## config.mk

```make
export PLATFORM = sky130hd
export DESIGN_NAME = memory_stage
export DESIGN_NICKNAME = d
export VERILOG_FILES = /design/src/rtl/memory_stage.sv
export SDC_FILE = /design/constraint.sdc
export NUM_CORES = 1
export LEC_CHECK = 0
export ABC_AREA = 1
export BUFFER_PORTS_ARGS = -buffer_cell sky130_fd_sc_hd__buf_2
export CAP_MARGIN = 10
export CORE_UTILIZATION = 35
export CTS_BUF_LIST = sky130_fd_sc_hd__clkbuf_4
export CTS_CLUSTER_DIAMETER = 60
export CTS_CLUSTER_SIZE = 8
export DETAILED_ROUTE_END_ITERATION = 7
export HOLD_SLACK_MARGIN = 0.1
export PLACE_DENSITY = 0.67
export REMOVE_ABC_BUFFERS = 1
export SYNTH_ARGS = -nofsm -noshare
export SYNTH_HDL_FRONTEND = slang
export SYNTH_SLANG_ARGS = --single-unit
```

## constraint.sdc

```tcl
create_clock -name clk -period 1.85 [get_ports clk]
set_clock_uncertainty 0.15 [all_clocks]
set_input_delay 0.0925 -clock clk [delete_from_list [all_inputs] [get_ports clk]]
set_output_delay 0.0925 -clock clk [all_outputs]
set_load 0.05 [all_outputs]
```

## src/rtl/memory_stage.sv

```systemverilog
// rtl/memory_stage.sv - RV32I memory stage: LOAD/STORE over a req/ack data bus, pass-through for other ops.
// Registered bus outputs; in_ready is low while a bus access is outstanding or its result is being presented.
module memory_stage #(
  parameter int XLEN = 32
) (
  input  logic              clk,
  input  logic              rst_n,
  input  logic              in_valid,
  output logic              in_ready,
  input  logic [6:0]        opcode,
  input  logic [2:0]        func3,
  input  logic [XLEN-1:0]   valE,
  input  logic [XLEN-1:0]   valB,
  output logic              mem_req,
  output logic              mem_we,
  output logic [XLEN-1:0]   mem_addr,
  output logic [XLEN-1:0]   mem_wdata,
  output logic [XLEN/8-1:0] mem_wstrb,
  input  logic              mem_ack,
  input  logic [XLEN-1:0]   mem_rdata,
  output logic              out_valid,
  output logic [XLEN-1:0]   valM,
  output logic              fault
);

  localparam logic [6:0] OP_LOAD  = 7'b0000011;
  localparam logic [6:0] OP_STORE = 7'b0100011;

  typedef enum logic [1:0] {IDLE, BUS, RESP} state_t;

  state_t state, state_nxt;

  logic       accept;
  logic       bus_done;
  logic       is_load;
  logic       is_store;
  logic       is_mem;
  logic       illegal;
  logic       misaligned;
  logic       dec_fault;
  logic [3:0] st_strb;
  logic [31:0] st_data;

  // Context captured with the request so the response can be formed from mem_rdata alone.
  logic [1:0] off_q;
  logic [2:0] f3_q;

  logic [31:0] byte_sh;
  logic [31:0] half_sh;
  logic [31:0] ld_data;

  // ---------------------------------------------------------------- decode
  always_comb begin
    is_load  = (opcode == OP_LOAD);
    is_store = (opcode == OP_STORE);
    is_mem   = is_load | is_store;

    illegal = 1'b0;
    if (is_load)
      illegal = (func3 == 3'b011) || (func3[2:1] == 2'b11);
    else if (is_store)
      illegal = func3[2] || (func3 == 3'b011);

    misaligned = ((func3[1:0] == 2'b01) && valE[0]) ||
                 ((func3[1:0] == 2'b10) && (valE[1:0] != 2'b00));

    dec_fault = is_mem && (illegal || misaligned);
  end

  // Store data is replicated across lanes; the strobes pick the lane(s) actually written.
  always_comb begin
    st_strb = 4'b1111;
    st_data = valB;
    case (func3[1:0])
      2'b00: begin
        st_strb = 4'b0001 << valE[1:0];
        st_data = {4{valB[7:0]}};
      end
      2'b01: begin
        st_strb = 4'b0011 << {valE[1], 1'b0};
        st_data = {2{valB[15:0]}};
      end
      default: begin
        st_strb = 4'b1111;
        st_data = valB;
      end
    endcase
  end

  // ------------------------------------------------------- load extraction
  always_comb begin
    byte_sh = mem_rdata >> {off_q, 3'b000};
    half_sh = mem_rdata >> {off_q[1], 4'b0000};
    case (f3_q)
      3'b000:  ld_data = {{24{byte_sh[7]}}, byte_sh[7:0]};
      3'b100:  ld_data = {24'd0, byte_sh[7:0]};
      3'b001:  ld_data = {{16{half_sh[15]}}, half_sh[15:0]};
      3'b101:  ld_data = {16'd0, half_sh[15:0]};
      default: ld_data = mem_rdata;
    endcase
  end

  // ------------------------------------------------------------------ FSM
  always_ff @(posedge clk or negedge rst_n) begin
    if (!rst_n)
      state <= IDLE;
    else
      state <= state_nxt;
  end

  always_comb begin
    state_nxt = state;
    case (state)
      IDLE: if (accept && is_mem && !dec_fault) state_nxt = BUS;
      BUS:  if (mem_ack) state_nxt = RESP;
      RESP: state_nxt = IDLE;
      default: state_nxt = IDLE;
    endcase
  end

  always_comb begin
    in_ready = (state == IDLE);
    accept   = in_valid && in_ready;
    bus_done = (state == BUS) && mem_ack;
  end

  // -------------------------------------------------------------- datapath
  always_ff @(posedge clk or negedge rst_n) begin
    if (!rst_n) begin
      mem_req   <= 1'b0;
      mem_we    <= 1'b0;
      mem_addr  <= '0;
      mem_wdata <= '0;
      mem_wstrb <= '0;
      out_valid <= 1'b0;
      valM      <= '0;
      fault     <= 1'b0;
      off_q     <= 2'b00;
      f3_q      <= 3'b000;
    end else begin
      out_valid <= 1'b0;
      if (accept) begin
        if (!is_mem) begin
          out_valid <= 1'b1;
          valM      <= valE;
          fault     <= 1'b0;
        end else if (dec_fault) begin
          out_valid <= 1'b1;
          valM      <= '0;
          fault     <= 1'b1;
        end else begin
          mem_req   <= 1'b1;
          mem_we    <= is_store;
          mem_addr  <= {valE[XLEN-1:2], 2'b00};
          mem_wdata <= is_store ? st_data : '0;
          mem_wstrb <= is_store ? st_strb : 4'b0000;
          off_q     <= valE[1:0];
          f3_q      <= func3;
        end
      end
      // The RESP cycle is exactly the cycle after the ack, so out_valid is raised here.
      if (bus_done) begin
        mem_req   <= 1'b0;
        out_valid <= 1'b1;
        fault     <= 1'b0;
        valM      <= mem_we ? '0 : ld_data;
      end
    end
  end

endmodule
```

# --- After elaboration in Yosys (flattened, before gate mapping) ---
# Cells that the tools add are included.
word_totals:
  regBits: 109
  mem_count: 0
  latchBits: 0
  output_inout_bits: 105
  wordCells: 80
  mem_bits_rw: 0
  mem_bits_ro: 0
op_classes:
  reduce_logical: 22
  n_eq_ne: 14
  div_mod_pow: 0
  shifts: 4
  muxes: 27
  n_lt_le_gt_ge: 0
  mul: 0
  bitwise: 2
  n_addsub: 0
ops:
  columns: ["cell", "count"]
  rows:
  - ["2-to-1 mux 32 bit", 6]
  - ["one-hot mux 32 bit (4 select lines)", 1]
  - ["one-hot mux 32 bit (2 select lines)", 1]
  - ["right shift 32 x 5 -> 16 bit", 1]
  - ["right shift 32 x 5 -> 8 bit", 1]
  - ["2-to-1 mux 1 bit", 14]
  - ["one-hot mux 4 bit (2 select lines)", 1]
  - ["== test 7 x 2 -> 1 bit, second input constant", 1]
  - ["== test 7 x 6 -> 1 bit, second input constant", 1]
  - ["logical AND 1 bit", 7]
  - ["== test 3 bit, second input constant", 2]
  - ["AND reduction 3 bit", 2]
  - ["nonzero test 2 bit", 3]
  - ["== test 2 x 1 -> 1 bit, second input constant", 2]
  - ["== test 2 bit, second input constant", 2]
  - ["logical NOT 2 bit", 2]
  - ["logical OR 1 bit", 4]
  - ["2-to-1 mux 2 bit", 2]
  - ["2-to-1 mux 4 bit", 1]
  - ["!= test 2 bit, second input constant", 2]
  - ["one-hot mux 2 bit (2 select lines)", 1]
  - ["AND reduction 2 bit", 2]
  - ["left shift 1 x 2 -> 4 bit, first input constant", 1]
  - ["left shift 2 x 2 -> 4 bit, first input constant", 1]
  - ["8 further kinds", 8]

# --- Logic depth before layout (Yosys ltp) ---
# Gate-level depths: netlist of the first run.
logic_depth:
  word_depth: 10
  depth_mapped: 12
  mapped_depth_nobuf: 11

# --- Worst setup path before layout of the first run ---
# Ideal clock, no wire load.
synth_path:
  kind: "reg-to-reg"
  start: "register state[0]"
  end: "register mem_addr[15]"
  period_less_slack_ns: 2.269
  required_time_ns: 1.570
  arrival_ns: 1.989
  stages_incl_launch_ff: 9
  path_buffers: 2
  slack_ns: -0.419
  path_cell_list: "dfrtp_1 -> nor2_1 -> nand2_1 -> inv_1 -> nand4_4 -> buf_6 -> buf_6 -> nand2_1 -> o21ai_1"
synth_via:
  elab_chain_len: 3
synth_rtl:
  columns: ["item", "line_no", "text"]
  rows:
  - ["start, declared", "31", "state_t state, state_nxt;"]
  - ["start signal, assigned", "108", "state <= state_nxt;"]
  - ["logical NOT 2 bit", "122", "in_ready = (state == IDLE);"]
  - ["via in_ready", "9", "output logic in_ready,"]
  - ["logical AND 1 bit", "123", "accept = in_valid && in_ready;"]
  - ["AND reduction 3 bit (no source line)", null, null]
  - ["end signal, assigned", "154", "mem_addr <= {valE[XLEN-1:2], 2'b00};"]
  - ["end, declared", "16", "output logic [XLEN-1:0] mem_addr,"]
# The timed path passes the listed nets, and every way through them passes these cells.
# A chain may end at the register's enable or synchronous reset.

# --- Worst setup path in the final report of the first run ---
layout_path:
  start: "input port func3[1]"
  end: "register mem_we"
layout_via:
  elab_chain_len: 8
  elab_cells_between_ends: 15
  classes_between: "eq/ne (4); mux (2); bitwise (1); reduce/logical (8)"
layout_rtl:
  columns: ["item", "line_no", "text"]
  rows:
  - ["start, declared", "11", "input logic [2:0] func3,"]
  - ["== test 3 x 2 -> 1 bit", "60, 62", null]
  - ["logical OR 1 bit", "62", "illegal = func3[2] || (func3 == 3'b011);"]
  - ["2-to-1 mux 1 bit", "61", "else if (is_store)"]
  - ["2-to-1 mux 1 bit", "59", "if (is_load)"]
  - ["logical OR 1 bit *", "67", "dec_fault = is_mem && (illegal || misaligned);"]
  - ["logical AND 1 bit *", "67", null]
  - ["inverter 1 bit (no source line) *", null, null]
  - ["AND reduction 3 bit (no source line) *", null, null]
  - ["end signal, assigned", "153", "mem_we <= is_store;"]
  - ["end, declared", "15", "output logic mem_we,"]
# Every way passes the cells marked *; elsewhere a longest branch is shown, timed or not.

==> results.yml, run 1 <==
status:
  status: "finished, violations left"
  violations: "negative setup slack"
drt:
  drt_pass1_iterations: 5
  drtIter0Drc: 300
  via_per_inst: 4.823
  antenna_left: 0
  dr_total_vias: 6695
  drc: 0
  wire_per_inst_um: 15.11
  wirelength_mm: 20.97
finish:
  final_common_cell: "nand2_1"
  syn2layout_area_growth_pct: 51.70
  n_fill_cell: 1561
  num-nets-final: 1276
  multiInputGateArea_um2: 2634
  drive_gt1_frac: 0.2536
  seq_area_um2: 2728
  layout_common_cells: "nand2_1, buf_2, dlygate4sd3_1, dfrtp_1, inv_1"
  fin_area_um2: 8900
global_routing:
  grt-ovfl-total: 0
  antenna_found_initial: 1
  grt_pass1_vias: 6599
  grt_max_degree: 59
  grt_usage: 0.2501
  grt_pass1_wl_mm: 34.22
critical_path:
  cp.required_ns: 2.08
  cp_max_fo: 10
  crit_path_start_kind: "primary input"
  worstSetupPathType: "primary input to flop"
  end_kind: "flop"
  cp.arrival_ns: 2.10
floorplan:
  coreArea_um2: 16120
  initial_core_util: 0.3641
  dieWidth_um: 131.5
  pin_count: 215
  chipHeight_um: 131.5
  dieArea_um2: 17280
  rows: 46
job:
  maxCapViolations: 0
timing:
  fin_crit_sh: 1.013
  fmax_ghz: 0.5336
  setup_slack_ns: -0.02397
  drv_slew: 0
  fin_setup_tns_ns: -0.02397
  fin_crit_ns: 1.874
  setup_viol: 1
  hold_viol_final: 0
power_and_ir_drop:
  seqPwrFrac: 0.457
  worst_ir_drop_vdd_mv: 0.3593
  p_comb_frac: 0.279
  p_switching_w: 0.001889
  p_clk_frac: 0.264
  swShare: 0.3344
  leakage_nw: 4.865
  power_density_nw_per_um2: 634.5
  p_int_w: 0.003758
clock_network:
  cts-root-buf: "clkbuf_4"
  clk_pin_slew_ns: 0.16
  htree_levels: 3
  cts_tree: "yes"
  cts_sinks: 109
  cts_buffers: 9
  clk_latency_ns: 0.48
  clock_tree.buffer_depth: 2
synth:
  synth_cell_types: 28
  syn_inst: 814
  syn_avg_cell_area_um2: 7.207
  synth_warnings: 0
  synth_area_um2: 5867
  ys_seq_elements: 109
  ys_seq_area_frac: 0.4649
place:
  port_buffers: 212
  hpwl_mm: 13.96
  place_area_um2: 7249
  place_congestion: 0.9409
hold_path:
  hp-class: "primary input to flop"
[layout make-up]
class                           count  share of cell area
Clock inverter                      6             0.01139
Timing Repair Buffer              385              0.3163
Clock buffer                       10            0.008435
Tap cell                          216             0.03037
Multi-Input combinational cell    588              0.2959
Sequential cell                   109              0.3065
Inverter                           73             0.03079
Antenna cell                        1           0.0002812
[timing repair]
item                                   CTS  global route
setup endpoints to repair                0            23
hold buffers                           141             0
endpoints found under the hold margin  217             0
gates resized for setup                  0            19
setup buffers                            0             3
[metal layers]
| metal | track usage | routed length (um) | up-vias |
|---|---|---|---|
| li1 | - | - | 3266 |
| met1 | 0.3126 | 8893 | 3107 |
| met2 | 0.4248 | 10100 | 289 |
| met3 | 0.05556 | 1547 | 33 |
| met4 | 0.08398 | 437 | 0 |
| met5 | 0 | 0 | - |
[registers in the layout, indices dropped and copies added, names as in the netlist]
signal and cells:
mem_wstrb 4, valM 32, fault 1, out_valid 1
mem_req 1, mem_addr 30, f3_q 3, mem_wdata 32
mem_we 1, state 2, off_q 2
[final timing paths]
kind / startpoint / endpoint / slack [ns] / cells past startpoint
worst max-delay path: func3[1] / mem_we$_DFFE_PN0P_ / -0.02 / 9
worst min-delay path: func3[1] / fault$_DFFE_PN0P_ / 0.10 / 5
worst max register to register: state[0]$_DFFE_PN0P_ / mem_we$_DFFE_PN0P_ / 0.11 / 5
worst min register to register: mem_addr[6]$_DFFE_PN0P_ / mem_addr[6]$_DFFE_PN0P_ / 0.35 / 2
max in group asynchronous: rst_n / mem_wdata[1]$_DFFE_PN0P_ / 0.59 / 4
min in group asynchronous: rst_n / mem_addr[2]$_DFFE_PN0P_ / 0.66 / 4
[power groups by stage]
stage	sequential [W]	combinational, W	clock, W
finish	0.00258	0.00157	0.00149
global route	0.00260	0.00171	0.00163
CTS	0.00258	0.00155	0.00154
detailed placement	0.00262	0.00132	0
global placement	0.00262	0.00131	0
floorplan	0.00304	0.000379	0
[through the flow]
step / util / worst slack, ns / instances / hold WS (ns) / total power [W]
2_1_floorplan: - / -1.023 / 770 / -0.3531 / 0.003423
3_3_place_gp: 0.4498 / 0.2018 / 1228 / -0.01426 / 0.003932
3_5_place_dp: 0.4498 / 0.1744 / 1228 / -0.01766 / 0.003943
4_1_cts: 0.5484 / 0.003237 / 1385 / 0.1105 / 0.005666
5_1_grt: 0.5523 / -0.03845 / 1388 / 0.1300 / 0.005927
6_report: 0.5523 / -0.02397 / 1388 / 0.1020 / 0.005647
[worst max-delay path: stages]
cell           delay [ns]
clkbuf_4             0.18
dlygate4sd3_1        0.59
nand2_1              0.10
nand2_1              0.10
o21ai_4              0.12
nand3_2              0.13
nor2_4               0.13
dlygate4sd3_1        0.58
o21ai_0              0.08
[cells in the mapped netlist]
master    number  area [um2]
nand2_1      310        1164
dfrtp_1      109        2728
inv_1         69       259.0
o21ai_0       64       320.3
nand3_1       58       290.3
nor2_1        53       198.9
o21ai_1       41       205.2
clkbuf_1      19       71.32
a21oi_1       18       90.09
buf_2         10       50.05
or2_2          9       56.30
buf_6          8       90.09
nand2_2        8       50.05
buf_4          7       52.55
o211ai_1       5       37.54
o21ai_2        5       43.79
inv_2          4       15.01
nand3_2        4       40.04
nand3b_1       2       15.01
nor2_2         2       12.51
nor2_4         2       22.52
buf_1          1       3.750
conb_1         1       3.750
nand4_1        1       6.260
nand4_4        1       21.27
nor3_1         1       5.000
o221ai_1       1       8.760
o22ai_1        1       6.260
[kinds of logic after synthesis]
logic type,after synthesis,synth area share
simple gates,451,0.3207
buf+inv,118,0.09234
compound gates,135,0.1214
other cells,1,0.0006392
flops,109,0.4649
No activity file was read; power rests on OpenSTA's default activity.
==> run 2: changes to the inputs <==
BUFFER_PORTS_ARGS = not set   (was -buffer_cell sky130_fd_sc_hd__buf_2)
DONT_BUFFER_PORTS = 1   (was not set)
PLACE_DENSITY = 0.56   (was 0.67)
==> run 2 against run 1 <==
- the flow finishes with violations (negative hold slack)
- via count is 14% lower
- non-clock buffer count is 203 lower
- worst hold slack lost 0.99 ns
- flip-flop and latch count is the same
- die area stayed put
- sequential share of layout area up 4.2 points
- global-route usage fell by 2.4 points
- critical path depth fell by 1
- register-to-register slack better by 0.03 ns
- largest power group unchanged
==> results.yml, run 2 (synthesis gave the netlist of run 1 again) <==
status:
  status: "finished, violations left"
  violations: "negative hold slack"
finish:
  n_fill_cell: 1631
  drive_gt1_frac: 0.09804
  top_regs: "mem_wdata x32, valM x32, mem_addr x30"
  final_common_cell: "nand2_1"
  seq_area_um2: 2728
  num-nets-final: 1074
  syn2layout_area_growth_pct: 33.25
  post-route-util: 0.4851
  multiInputGateArea_um2: 2615
  layout_common_cells: "nand2_1, dlygate4sd3_1, dfrtp_1, inv_1, o21ai_0"
place:
  place_congestion: 0.8997
  hpwl_mm: 12.70
  port_buffers: 0
timing:
  drv_slew: 0
  fin_crit_ns: 1.749
  rsz0062_at_grt: "no"
  worst_pin_slew_ns: 0.6356
  hold_viol_final: 109
  fmax_ghz: 0.5719
  fin_crit_sh: 0.9452
  relSlewSlack: 0.5758
  hold_ws_ns: -0.8885
  setup_viol: 0
global_routing:
  grt_usage: 0.2263
  antenna_found_initial: 3
  grt-ovfl-total: 0
  grt_max_degree: 110
  grt_pass1_vias: 5882
  grt_pass1_wl_mm: 31.05
clock_network:
  cts_sinks: 109
  clock_tree.buffer_depth: 2
  cts_tree: "yes"
  clk_latency_ns: 0.48
  htree_levels: 3
  cts_buffers: 9
  clk_pin_slew_ns: 0.19
  post_cts_buffers: 0
  cts-root-buf: "clkbuf_4"
floorplan:
  rows: 46
  dieArea_um2: 17280
  coreArea_um2: 16120
  dieWidth_um: 131.5
  pin_count: 215
  chipHeight_um: 131.5
  initial_core_util: 0.3641
job:
  maxCapViolations: 0
drt:
  wirelength_mm: 19.12
  wire_per_inst_um: 16.09
  drc: 0
  drt_pass1_iterations: 4
  antenna_left: 0
  dr_total_vias: 5790
  via_per_inst: 4.874
  drtIter0Drc: 221
power_and_ir_drop:
  worst_ir_drop_vdd_mv: 0.2950
  power_density_nw_per_um2: 683.0
  leakage_nw: 3.935
critical_path:
  worstSetupPathType: "primary input to flop"
  crit_path_start_kind: "primary input"
  cp_max_fo: 10
  crit_start: "opcode[3]"
  cp.arrival_ns: 2.01
  cp.required_ns: 2.11
  end_kind: "flop"
  r2r_start: "state[0]$_DFFE_PN0P_"
hold_path:
  hp-class: "primary input to asynchronous set/reset pin"
## run 2: cell types whose count changed in the layout (fill, tap and decap cells not counted), sizes merged, moves of 2 or more
cell	previous run	this run
buf	244	42
diode	1	3
inv	73	75
clkbuf	11	9
## run 2: layout make-up
cell class	count	share of cell area
flip-flops and latches	109	0.3489
diodes	3	0.0009603
clock inverters	7	0.01232
inverters	73	0.03505
well taps	216	0.03457
multi-input cells	589	0.3345
clock buffers	9	0.008643
repair buffers	182	0.2250
## run 2: per-stage QoR
step | setup TNS, ns | total power (W) | cells | area, um2 | setup slack, ns
global placement | 0 | 0.003661 | 1028 | 6226 | 0.06906
finish | 0 | 0.005339 | 1188 | 7818 | 0.1014
CTS | 0 | 0.005388 | 1183 | 7781 | 0.03138
global route | 0 | 0.005599 | 1188 | 7818 | 0.005117
floorplan | -92.37 | 0.003423 | 770 | 5603 | -1.023
detailed placement | 0 | 0.003668 | 1028 | 6226 | 0.1032
## run 2: what timing repair did
action                                 4_1_cts  5_1_grt
hold buffers                               139        1
setup endpoints to repair                    0       32
endpoints found under the hold margin      218      110
gates resized for setup                      0        6
## run 2: final timing paths
kind	end	slack, ns	cells after the start
worst min register to register	mem_addr[19]$_DFFE_PN0P_	0.37	2
max in group asynchronous	mem_wdata[7]$_DFFE_PN0P_	2.30	0
worst max-delay path	mem_wdata[15]$_DFFE_PN0P_	0.10	8
worst min-delay path	mem_wdata[25]$_DFFE_PN0P_	-0.89	0
worst max register to register	mem_addr[9]$_DFFE_PN0P_	0.14	7
min in group clk	mem_addr[16]$_DFFE_PN0P_	0.15	3
## run 2: routing by layer
layer,share of wire,global-route usage,wire (um)
met1,0.43,0.2751,8266
met2,0.47,0.3821,9077
met3,0.079,0.06752,1501
met4,0.014,0.07171,273
met5,0,0,0
## run 2: power by group
part	switching [W]	total, W	internal [W]
sequential	0.000382	0.00288	0.00250
clock	0.000868	0.00142	0.000556
combinational	0.000588	0.00103	0.000446
## run 2: worst max-delay path: stages
cell           delay, ns
dlygate4sd3_1       0.54
nor2_1              0.11
nand2_1             0.11
nor2_2              0.13
buf_4               0.19
o221ai_1            0.12
dlygate4sd3_1       0.57
o21ai_0             0.15
==> run 3: changes to the inputs <==
SLEW_MARGIN = 20   (was not set)
clock period = 1.8 ns   (was 1.85 ns; I/O delays follow)
==> run 3 against run 2 <==
- the flow still finishes with violations (negative hold slack)
- register-to-register slack worse by 0.03 ns
- flip-flop and latch count unchanged
- power down 0.45%
- via count grew 0.78%
- first-iteration DRC count grew 45%
- critical path type unchanged
- critical endpoint is now mem_wstrb[3]$_DFFE_PN0P_
- highest routed layer unchanged
==> results.yml, run 3 (synthesis gave the netlist of run 1 again) <==
status:
  status: "finished, violations left"
  violations: "negative hold slack"
clock_network:
  clk_pin_slew_ns: 0.18
  cts_tree: "yes"
  clock_tree.buffer_depth: 2
  cts_sinks: 109
  cts_buffers: 9
  htree_levels: 3
  cts-root-buf: "clkbuf_4"
  clk_latency_ns: 0.48
timing:
  fmax_ghz: 0.5649
  rsz0062_at_grt: "yes"
  setup_viol: 0
  relSlewSlack: 0.6172
  fin_crit_sh: 0.9834
  fin_setup_tns_ns: 0
  hold_ws_ns: -0.8753
  drv_slew: 0
  worst_pin_slew_ns: 0.5741
  fin_crit_ns: 1.770
  hold_viol_final: 120
critical_path:
  r2r_setup_slack_ns: 0.11
  cp_max_fo: 27
  r2r-end: "mem_req$_DFFE_PN0P_"
  cp.arrival_ns: 2.04
  cp.required_ns: 2.07
  crit_end: "mem_wstrb[3]$_DFFE_PN0P_"
  r2r_cells: 6
  crit_start: "opcode[3]"
  worstSetupPathType: "primary input to flop"
  end_kind: "flop"
  crit_path_start_kind: "primary input"
  r2r_start: "state[1]$_DFFE_PN0P_"
drt:
  dr_total_vias: 5835
  wire_per_inst_um: 16.19
  wirelength_mm: 19.57
  antenna_left: 0
  via_per_inst: 4.826
  drtIter0Drc: 320
  drt_pass1_iterations: 4
  drc: 0
finish:
  drive_gt1_frac: 0.1121
  syn2layout_area_growth_pct: 37.41
  top_regs: "mem_wdata x32, valM x32, mem_addr x30"
  fin_area_um2: 8061
  final_common_cell: "nand2_1"
  layout_common_cells: "nand2_1, dlygate4sd3_1, dfrtp_1, inv_1, o21ai_0"
  num-nets-final: 1095
  instances_no_fill: 1209
floorplan:
  dieWidth_um: 131.5
  chipHeight_um: 131.5
  initial_core_util: 0.3641
  pin_count: 215
  coreArea_um2: 16120
  dieArea_um2: 17280
  rows: 46
global_routing:
  grt-ovfl-total: 0
  grt_pass1_vias: 6040
  antenna_found_initial: 3
  grt_max_degree: 110
  grt_pass1_wl_mm: 31.98
  grt_usage: 0.2326
place:
  hpwl_mm: 12.88
  post-place-cells: 1035
  place_congestion: 0.9088
  place_area_um2: 6304
  port_buffers: 0
hold_path:
  hp-class: "primary input to asynchronous set/reset pin"
power_and_ir_drop:
  worst_ir_drop_vdd_mv: 0.3173
  power_density_nw_per_um2: 659.3
  p_total_w: 0.005315
  leakage_nw: 4.041
job:
  maxCapViolations: 0
[run 3: changes by cell type in the layout (fill, tap and decap cells not counted), sizes merged]
cell          before  now
dlygate4sd3      138  150
buf               42   53
clkinvlp           1    0
bufinv             2    0
inv               75   76
dlymetal6s4s       2    1
nor2              58   57
clkinv             2    4
[run 3: worst min path at each step]
stage / from / to / slack, ns / cells after the start
after floorplan: rst_n / f3_q[0]$_DFFE_PN0P_ / -0.36 / 0
after global placement: rst_n / mem_addr[14]$_DFFE_PN0P_ / -0.35 / 0
after detailed placement: rst_n / mem_addr[14]$_DFFE_PN0P_ / -0.35 / 0
after CTS: rst_n / valM[20]$_DFFE_PN0P_ / -0.96 / 0
after global routing: rst_n / valM[16]$_DFFE_PN0P_ / -0.96 / 0
final: rst_n / valM[27]$_DFFE_PN0P_ / -0.88 / 0
[run 3: layout make-up]
type | count | area, um2
fillers | 1616 | 8054
flip-flops and latches | 109 | 2728
multi-input cells | 588 | 2640
repair buffers | 204 | 2006
inverters | 73 | 276.5
well taps | 216 | 270.3
clock buffers | 9 | 67.56
clock inverters | 7 | 66.31
diodes | 3 | 7.507
[run 3: critical path, stage by stage]
cell,delay (ns)
dlygate4sd3_1,0.54
nor2_1,0.10
nand2_1,0.13
nor2_2,0.12
dlygate4sd3_1,0.57
nand2_2,0.05
buf_4,0.23
o21ai_0,0.20
[run 3: timing repair]
item,CTS,global route
setup endpoints to repair,0,81
hold buffers,149,3
endpoints found under the hold margin,218,157
buffers inserted,0,4
resized for setup,0,21
[run 3: layer usage]
metal / track usage / routed length, um / vias up
met5: 0 / 0 / -
met3: 0.06327 / 1526 / 8
met1: 0.2901 / 8326 / 2711
met2: 0.3901 / 9608 / 194
li1: - / - / 2922
met4: 0.07041 / 110 / 0
[run 3: stage by stage]
step / util / setup WS, ns
6_report: 0.5002 / 0.02986
5_1_grt: 0.5002 / -0.003807
4_1_cts: 0.4920 / 0.01258
3_5_place_dp: 0.3911 / 0.1047
3_3_place_gp: 0.3911 / 0.1360
2_1_floorplan: - / -1.073
[run 3: power by group]
part | total [W] | internal [W] | switching [W]
clock | 0.00125 | 0.000320 | 0.000926
combinational | 0.00110 | 0.000489 | 0.000614
sequential | 0.00297 | 0.00257 | 0.000397
